`src/rtl/vram_dual_port_writer.sv`:
```
// vram_dual_port_writer: request FIFO in front of one dual-port VRAM bank.
// Writes drain two per cycle across ports A and B; reads issue on port A
// and return through a fixed-latency response pipe.
// Optional feature: define VRAM_WR_MERGE_EN to merge a same-address write
// pair into a single port-A write.
module vram_dual_port_writer #(
  parameter int DATA_W = 128,
  parameter int ADDR_W = 11,
  parameter int DEPTH  = 8,
  parameter int RD_LAT = 1
) (
  input  logic                  clk,
  input  logic                  rst_n,
  input  logic                  req_valid,
  output logic                  req_ready,
  input  logic                  req_we,
  input  logic [ADDR_W-1:0]     req_addr,
  input  logic [DATA_W-1:0]     req_wrdata,
  input  logic [DATA_W/8-1:0]   req_be,
  output logic                  rsp_valid,
  output logic [DATA_W-1:0]     rsp_rddata,
  output logic                  idle,
  output logic [ADDR_W-1:0]     addr_a,
  output logic [ADDR_W-1:0]     addr_b,
  output logic [DATA_W-1:0]     wrdata_a,
  output logic [DATA_W-1:0]     wrdata_b,
  output logic                  wren_a,
  output logic                  wren_b,
  output logic [DATA_W/8-1:0]   byteena_a,
  output logic [DATA_W/8-1:0]   byteena_b,
  input  logic [DATA_W-1:0]     rddata_a
);

  localparam int BE_W  = DATA_W / 8;
  localparam int PTR_W = (DEPTH > 1) ? $clog2(DEPTH) : 1;
  localparam int CNT_W = PTR_W + 1;

  typedef enum logic [2:0] {
    ACT_IDLE, ACT_ISSUE1W, ACT_ISSUE1R, ACT_ISSUE2, ACT_MERGE
  } act_e;

  logic                r_q_we   [DEPTH];
  logic [ADDR_W-1:0]   r_q_addr [DEPTH];
  logic [DATA_W-1:0]   r_q_data [DEPTH];
  logic [BE_W-1:0]     r_q_be   [DEPTH];

  logic [PTR_W-1:0]    r_wptr, r_rptr;
  logic [CNT_W-1:0]    r_count;
  logic [RD_LAT-1:0]   r_rd_sr;

  logic                w_accept;
  logic [PTR_W-1:0]    w_rptr1;
  logic                w_h1_from_q, w_h1_valid;
  logic                w_h_we, w_h1_we;
  logic [ADDR_W-1:0]   w_h_addr, w_h1_addr;
  logic [DATA_W-1:0]   w_h_data, w_h1_data;
  logic [BE_W-1:0]     w_h_be, w_h1_be;
  act_e                w_act;
  logic [1:0]          w_pop;

  assign req_ready = (r_count < CNT_W'(DEPTH));
  assign w_accept  = req_valid && req_ready;
  assign w_rptr1   = r_rptr + PTR_W'(1);

  // With exactly one entry queued, a write arriving this cycle can act as
  // the pairing partner H+1 so that back-to-back writes use both ports.
  assign w_h1_from_q = (r_count >= CNT_W'(2));
  assign w_h1_valid  = w_h1_from_q || ((r_count == CNT_W'(1)) && w_accept);

  assign w_h_we    = r_q_we[r_rptr];
  assign w_h_addr  = r_q_addr[r_rptr];
  assign w_h_data  = r_q_data[r_rptr];
  assign w_h_be    = r_q_be[r_rptr];
  assign w_h1_we   = w_h1_from_q ? r_q_we[w_rptr1]   : req_we;
  assign w_h1_addr = w_h1_from_q ? r_q_addr[w_rptr1] : req_addr;
  assign w_h1_data = w_h1_from_q ? r_q_data[w_rptr1] : req_wrdata;
  assign w_h1_be   = w_h1_from_q ? r_q_be[w_rptr1]   : req_be;

`ifdef VRAM_WR_MERGE_EN
  logic [DATA_W-1:0] w_merge_data;

  // Merged write data: bytes enabled by the younger write win.
  always_comb begin
    w_merge_data = w_h_data;
    for (int b = 0; b < BE_W; b++)
      if (w_h1_be[b]) w_merge_data[b*8 +: 8] = w_h1_data[b*8 +: 8];
  end
`endif

  // Drain decision on the head pair; reads are never paired.
  always_comb begin
    w_act = ACT_IDLE;
    w_pop = 2'd0;
    if (r_count != '0) begin
      if (!w_h_we) begin
        w_act = ACT_ISSUE1R;
        w_pop = 2'd1;
      end else if (w_h1_valid && w_h1_we && (w_h1_addr != w_h_addr)) begin
        w_act = ACT_ISSUE2;
        w_pop = 2'd2;
`ifdef VRAM_WR_MERGE_EN
      end else if (w_h1_valid && w_h1_we) begin
        w_act = ACT_MERGE;
        w_pop = 2'd2;
`endif
      end else begin
        w_act = ACT_ISSUE1W;
        w_pop = 2'd1;
      end
    end
  end

  // FIFO payload storage; carries no reset.
  always_ff @(posedge clk) begin
    if (w_accept) begin
      r_q_we[r_wptr]   <= req_we;
      r_q_addr[r_wptr] <= req_addr;
      r_q_data[r_wptr] <= req_wrdata;
      r_q_be[r_wptr]   <= req_be;
    end
  end

  // FIFO pointers and occupancy.
  always_ff @(posedge clk or negedge rst_n) begin
    if (!rst_n) begin
      r_wptr  <= '0;
      r_rptr  <= '0;
      r_count <= '0;
    end else begin
      if (w_accept) r_wptr <= r_wptr + PTR_W'(1);
      r_rptr  <= r_rptr + PTR_W'(w_pop);
      r_count <= r_count + CNT_W'(w_accept) - CNT_W'(w_pop);
    end
  end

  // Register the chosen action onto the RAM ports; addresses and data hold when unused.
  always_ff @(posedge clk or negedge rst_n) begin
    if (!rst_n) begin
      addr_a    <= '0;
      addr_b    <= '0;
      wrdata_a  <= '0;
      wrdata_b  <= '0;
      wren_a    <= 1'b0;
      wren_b    <= 1'b0;
      byteena_a <= '0;
      byteena_b <= '0;
    end else begin
      wren_a    <= 1'b0;
      wren_b    <= 1'b0;
      byteena_a <= '0;
      byteena_b <= '0;
      case (w_act)
        ACT_ISSUE1R: begin
          addr_a <= w_h_addr;
        end
        ACT_ISSUE1W: begin
          addr_a    <= w_h_addr;
          wrdata_a  <= w_h_data;
          wren_a    <= 1'b1;
          byteena_a <= w_h_be;
        end
        ACT_ISSUE2: begin
          addr_a    <= w_h_addr;
          wrdata_a  <= w_h_data;
          wren_a    <= 1'b1;
          byteena_a <= w_h_be;
          addr_b    <= w_h1_addr;
          wrdata_b  <= w_h1_data;
          wren_b    <= 1'b1;
          byteena_b <= w_h1_be;
        end
`ifdef VRAM_WR_MERGE_EN
        ACT_MERGE: begin
          addr_a    <= w_h_addr;
          wrdata_a  <= w_merge_data;
          wren_a    <= 1'b1;
          byteena_a <= w_h_be | w_h1_be;
        end
`endif
        default: ;
      endcase
    end
  end

  // Track reads in flight and register returning RAM data.
  always_ff @(posedge clk or negedge rst_n) begin
    if (!rst_n) begin
      r_rd_sr    <= '0;
      rsp_valid  <= 1'b0;
      rsp_rddata <= '0;
    end else begin
      r_rd_sr[0] <= (w_act == ACT_ISSUE1R);
      for (int i = 1; i < RD_LAT; i++) r_rd_sr[i] <= r_rd_sr[i-1];
      rsp_valid <= r_rd_sr[RD_LAT-1];
      if (r_rd_sr[RD_LAT-1]) rsp_rddata <= rddata_a;
    end
  end

  assign idle = (r_count == '0) && !wren_a && !wren_b && (r_rd_sr == '0) && !rsp_valid;

endmodule
```
`config.mk`:
```
export PLATFORM = sky130hd
export DESIGN_NAME = vram_dual_port_writer
export DESIGN_NICKNAME = d
export VERILOG_FILES = /design/src/rtl/vram_dual_port_writer.sv
export SDC_FILE = /design/constraint.sdc
export NUM_CORES = 2
export LEC_CHECK = 0
export CAP_MARGIN = 20
export CORE_MARGIN = 2
export CORE_UTILIZATION = 50
export CTS_CLUSTER_DIAMETER = 200
export DETAILED_ROUTE_END_ITERATION = 16
export PLACE_DENSITY = 0.75
export RECOVER_POWER = 50
export SLEW_MARGIN = 20
export SYNTH_ARGS = -nofsm -noshare
export SYNTH_HDL_FRONTEND = slang
export SYNTH_SLANG_ARGS = --single-unit
```
`constraint.sdc`:
```
create_clock -name clk -period 16.9 [get_ports clk]
set_clock_uncertainty 0.2 [all_clocks]
set_input_delay 3.38 -clock clk [delete_from_list [all_inputs] [get_ports clk]]
set_output_delay 3.38 -clock clk [all_outputs]
set_load 0.02 [all_outputs]
```
=== Word-level counts from Yosys, hierarchy flattened ===
Memory sizes are Yosys's and may differ from the RTL's. A register that Yosys moved wholly into a read port is not among the register bits.
Cells that the tools add are included.

* Register bits: 324
* RAM bits: 1248
* Logic and storage cells: 63
* Input port bits: 287
* Output and inout bits: 443
* Memory bits (read-only): 0
* Bits in latches: 0
* Memories: 4

* Bitwise gates (word level): 1
* Divide/modulo/power cells: 0
* Reduce and logical (&&, ||, !) cells: 17
* $lt $le $gt $ge: 2
* $mul: 0
* Muxes and demuxes: 16
* Add/subtract/negate cells: 5
* Shifts and indexed selects: 0
* Eq/ne operators: 5

{| class="wikitable"
|+ Memory list
! memory !! depth !! bits a word !! read ports !! clocked after memory_dff !! wr ports !! line !! source
|-
| r_q_data || 8 || 128 || 2 || 1 || 1 || 44 || <nowiki>logic [DATA_W-1:0] r_q_data [DEPTH];</nowiki>
|-
| r_q_be || 8 || 16 || 2 || 0 || 1 || 45 || <nowiki>logic [BE_W-1:0] r_q_be [DEPTH];</nowiki>
|-
| r_q_addr || 8 || 11 || 2 || 0 || 1 || 43 || <nowiki>logic [ADDR_W-1:0] r_q_addr [DEPTH];</nowiki>
|-
| r_q_we || 8 || 1 || 2 || 0 || 1 || 42 || <nowiki>logic r_q_we [DEPTH];</nowiki>
|}

{| class="wikitable"
|+ Operator list
! operator !! count
|-
| 128-bit 2-to-1 mux || 1
|-
| 16-bit 2-to-1 mux || 3
|-
| 11-bit 2-to-1 mux || 1
|-
| 11-bit inequality test || 1
|-
| 2-bit 2-to-1 mux || 5
|-
| 1-bit logical AND || 8
|-
| 3-bit by 1-bit adder with 3-bit output, second input constant || 2
|-
| 3-bit by 2-bit equality test with 1-bit output, second input constant || 2
|-
| 1-bit 2-to-1 mux || 5
|-
| 4-bit by 1-bit adder with 4-bit output || 1
|-
| 4-bit by 1-bit equality test with 1-bit output, second input constant || 1
|-
| 4-bit by 2-bit >= comparator with 1-bit output, second input constant || 1
|-
| 1-bit zero test || 4
|-
| 4-bit zero test || 1
|-
| 4-bit less-than comparator, second input constant || 1
|-
| 4-bit nonzero test || 1
|-
| 4-bit by 2-bit subtractor with 4-bit output || 1
|-
| 3-bit by 2-bit adder with 3-bit output || 1
|-
| 3-bit by 1-bit equality test with 1-bit output, second input constant || 1
|-
| 3-bit 2-to-1 mux || 1
|-
| 3-bit OR reduction || 1
|-
| 2-bit OR reduction || 1
|-
| 1-bit logical OR || 1
|-
| 1-bit NOT || 1
|}

=== Depth between registers and ports, before layout ===
* Depth in word-level cells: 12
* Mapped depth: 20
* Mapped depth without buffers: 17

=== Worst setup path before layout ===
OpenSTA, ideal clock, no wires.

* Path type: input to register
* From: in req_valid
* To: mem r_q_addr[0][0] (enable)
* Arrival time: 14.382 ns
* Stages on the path: 4
* Path slack: 1.456 ns
* Library setup time: 0.862 ns
* Path buffers: 1
* Cell sequence: nor2b_1 clkbuf_1 nand2b_1 nor3_1

* Cells in the longest elaborated chain, start to end: 3

{| class="wikitable"
|+ RTL lines
! element !! line !! source
|-
| start, declared || 14 || <nowiki>input logic req_valid,</nowiki>
|-
| 1-bit logical AND || 62 || <nowiki>assign w_accept = req_valid && req_ready;</nowiki>
|-
| 1-bit 2-to-1 mux || 115 || <nowiki>if (w_accept) begin</nowiki>
|-
| 1-bit 2-to-1 mux (not written as such) || 117 || <nowiki>r_q_addr[r_wptr] <= req_addr;</nowiki>
|-
| end, declared || 43 ||
|}

No other way between the ends.

=== Worst setup path in the final report ===
* From: reg r_rptr[2]
* To: reg wrdata_a[81] (read register of r_q_data)

* Cells in the longest elaborated chain, start to end: 10
* Elaborated cells between the ends (all ways): 14

{| class="wikitable"
|+ RTL lines
! element !! line !! source
|-
| start, declared || 47 || <nowiki>logic [PTR_W-1:0] r_wptr, r_rptr;</nowiki>
|-
| start signal, assigned || 131 || <nowiki>r_rptr <= r_rptr + PTR_W'(w_pop);</nowiki>
|-
| 3-bit by 1-bit adder with 3-bit output || 63 || <nowiki>assign w_rptr1 = r_rptr + PTR_W'(1);</nowiki>
|-
| memory 8 x 11 bit / memory 8 x 1 bit (equally long branches) || -- ||
|-
| 11-bit 2-to-1 mux / 1-bit 2-to-1 mux (equally long branches) || 75, 74 ||
|-
| 11-bit inequality test / 1-bit logical AND (equally long branches) || 98 || <nowiki>end else if (w_h1_valid && w_h1_we && (w_h1_addr != w_h_addr)) begin</nowiki>
|-
| 1-bit logical AND || 98 ||
|-
| 2-bit 2-to-1 mux || 98 ||
|-
| 2-bit 2-to-1 mux || 95 || <nowiki>if (!w_h_we) begin</nowiki>
|-
| 3-bit 2-to-1 mux || 94 || <nowiki>if (r_count != '0) begin</nowiki>
|-
| 3-bit by 2-bit equality test with 1-bit output / 3-bit by 1-bit equality test with 1-bit output (equally long branches) || 152 || <nowiki>case (w_act)</nowiki>
|-
| 2-bit OR reduction (no line) || -- ||
|-
| end, declared || 25 || <nowiki>output logic [DATA_W-1:0] wrdata_a,</nowiki>
|}

Parallel ways exist; a longest one is shown, timed or not.
A chain may end at the register's enable or synchronous reset.

==> flow_metrics.env <==
export IMPL_critical_path_class="reg2reg"
export IMPL_area_growth_pct=20.77
export IMPL_die_y_um=388.0
export IMPL_ant_nets=0
export IMPL_cts_sinks=1700
export IMPL_slew_headroom_pct=-240.7
export IMPL_fin_nets=5030
export IMPL_violations="capacitance limit, slew limit"
export IMPL_vias_per_cell=6.128
export IMPL_required_ns=17.13
export IMPL_finalHoldViolations=0
export IMPL_max_stage_delay_ns=3.16
export IMPL_cp_slowest_cell="clkbuf_1"
export IMPL_drc=0
export IMPL_synth_top_area_share_pct=50.84
export IMPL_rows=140
export IMPL_finalCritPeriodShare_pct=59.07
export IMPL_ys_flop_type="edfxtp_1"
export IMPL_hold_class="reg2reg"
export IMPL_syn_inst=4044
export IMPL_slew_violations=578
export IMPL_first_global_vias=43710
export IMPL_cts_max_path_buffers=3
export IMPL_clock_tree_root_cell="clkbuf_16"
export IMPL_cp_common_cell="clkbuf_1"
export IMPL_grt_max_degree=163
export IMPL_die_x_um=388.0
export IMPL_ir_drop_mv=0.2697
export IMPL_synth_edf_count=1248
export IMPL_clk_pin_slew_ns=0.06
export IMPL_ios=730
export IMPL_port_buffers=729
export IMPL_cp_top_family="buffers and inverters"
export IMPL_outcome="finished, violations left"
export IMPL_synth_seq_cells=1700
export IMPL_p_leak_uw=0.03103
export IMPL_core_um2=146100
export IMPL_dr_first_iter_drc_count=3512
export IMPL_dp_hpwl_um=113300
export IMPL_startpoint_type="register"
export IMPL_antenna_found_initial=50
export IMPL_power_density_nw_per_um2=214.2
export IMPL_cts_tree="yes"
export IMPL_cts_buffers=175
export IMPL_grt_use_total_pct=25.68
export IMPL_period_needed_ns=9.983
export IMPL_path_max_fanout=135
export IMPL_holdBufCountCts=0
export IMPL_yosys_top_cells_area="edfxtp_1 51%, mux4_2 19%, dfrtp_1 15%"
export IMPL_max_freq_mhz=100.2
export IMPL_rsz0062_at_grt="no"
export IMPL_die_area_um2=150500
export IMPL_clkLatencyLatePin_ns=0.80
export IMPL_yosysSeqAreaShare_pct=66.19
export IMPL_finalPower_uw=19070
export IMPL_synth_cell_types=37
export IMPL_syn_area_per_cell_um2=18.23
export IMPL_async_flop_share_pct=26.59
export IMPL_synthTopCellsByCount="1248 x edfxtp_1, 610 x mux4_2, 452 x dfrtp_1"
export IMPL_setup_tns_final_ns=0
export IMPL_vias=41840
export IMPL_synth_area_um2=73710
export IMPL_fin_util_pct=60.93
export IMPL_routabilityCongestion=0.8172
export IMPL_fill_cells=10360
export IMPL_firstDrtPassIters=7
export IMPL_grt_ovfl_total=0
export IMPL_totalWireLength_um=192200
export IMPL_htree_num_levels=4
export IMPL_yosys_warnings=0
export IMPL_worst_pin_slew_ns=5.111
export IMPL_ctsResizeCount=0
export IMPL_crit_chain="clkbuf_1 > buf_12 > mux2_1 > nand2_1 > clkbuf_1 > inv_8 > clkbuf_1 > a31oi_1"
export IMPL_arrival_ns=10.21
export IMPL_endpoint_kind="register"
export IMPL_maxCapViolations=10
export IMPL_yosys_area_top_type="edfxtp_1"
export IMPL_start_util_pct=50.46
export IMPL_grt_pass1_wl_um=287100
export IMPL_setup_viol=0
export IMPL_synth_most_common_cell="edfxtp_1"
export IMPL_synth_nets=4342
export IMPL_crit_buf_inv=5
export IMPL_cts_setup_buffers=0
export IMPL_drive_gt1_share_pct=25.04
export IMPL_post_drt_wl_per_cell_um=28.16
==> final timing paths <==
kind / startpoint / to / slack (ns) / depth (start not counted)
worst max-delay path: r_rptr[2] / wrdata_a[81] / 6.92 / 8
worst min-delay path: rsp_rddata[66] / rsp_rddata[66] / 0.30 / 1
worst max register to register: r_rptr[2] / wrdata_a[81] / 6.92 / 8
worst min register to register: rsp_rddata[66] / rsp_rddata[66] / 0.30 / 1
max in group asynchronous: rst_n / r_rptr[2] / 6.96 / 2
min in group asynchronous: rst_n / wrdata_a[68] / 4.23 / 1
==> per-stage QoR <==
stage               cell area [um^2]  hold slack, ns  instances  setup WS (ns)
floorplan                      73710          0.1888       4044          1.456
global placement               82930          0.2876       6471          8.735
detailed placement             82930          0.2908       6471          8.757
CTS                            88970          0.3069       6801          9.355
global route                   89000          0.3131       6820          5.876
finish                         89020          0.3027       6828          6.917
==> worst reg2reg max path, delay by kind of cell, from the launching register on <==
kind | cells | cell delay, ns
buffers and inverters | 5 | 8.18
AO/OA/AOI/OAI | 1 | 0.34
flip-flops | 1 | 0.44
AND/OR/NAND/NOR | 1 | 0.08
multiplexers | 1 | 0.39
==> area by class of cell <==
class	instances	area, um^2	area share (%)
Antenna cell	26	65.06	0.07309
Clock buffer	255	5109	5.739
Clock inverter	75	932.1	1.047
Inverter	22	102.6	0.1153
Multi-Input combinational cell	2036	23710	26.63
Sequential cell	1700	48800	54.82
Tap cell	1917	2399	2.694
Timing Repair Buffer	797	7908	8.883
==> placed cells by master, fill, tap and decap left out, types with 16 or more instances in the layout <==
cell type	count
a211oi_1	16
a31oi_1	133
buf_4	49
bufinv_16	17
clkbuf_1	54
clkbuf_16	182
clkbuf_8	28
clkdlybuf4s50_1	517
clkinv_2	31
dfrtp_1	449
diode_2	26
dlygate4sd3_1	211
edfxtp_1	1248
inv_1	19
mux2_2	180
mux2_4	79
mux2i_1	211
mux4_2	610
nand2_1	390
nor2_1	197
o21ai_0	131
==> flip-flops by register name, summed over array words and instances (netlist names), 11 cells and up <==
signal	flops
r_q_data	1024
r_q_be	128
rsp_rddata	128
wrdata_a	128
wrdata_b	128
r_q_addr	88
byteena_a	16
byteena_b	16
addr_a	11
addr_b	11
==> metal layers <==
layer  GRT usage [%]  vias to the layer above  routed length, um
met5               0                        -                135
met3           4.504                      384              13860
met4           10.24                       22               6806
met1           33.18                    21960              72940
met2           43.47                     1903              98510
li1                -                    17570                  -
==> power by group <==
| group | total [uW] | internal [uW] | switching (uW) |
|---|---|---|---|
| registers | 6050 | 5410 | 637 |
| logic | 9030 | 4410 | 4620 |
| clock network | 3990 | 2370 | 1620 |
| total | 19100 | 12200 | 6880 |
==> cell families after synthesis <==
| logic type | count (synthesis) | synth area share [%] |
|---|---|---|
| compound gates | 301 | 2.393 |
| xor+xnor | 19 | 0.2359 |
| fa+ha+maj | 11 | 0.2071 |
| buf+inv | 308 | 1.764 |
| flops | 1700 | 66.19 |
| mux | 1089 | 26.00 |
| simple gates | 616 | 3.213 |
Note: power is estimated with default switching activity, not from simulation.
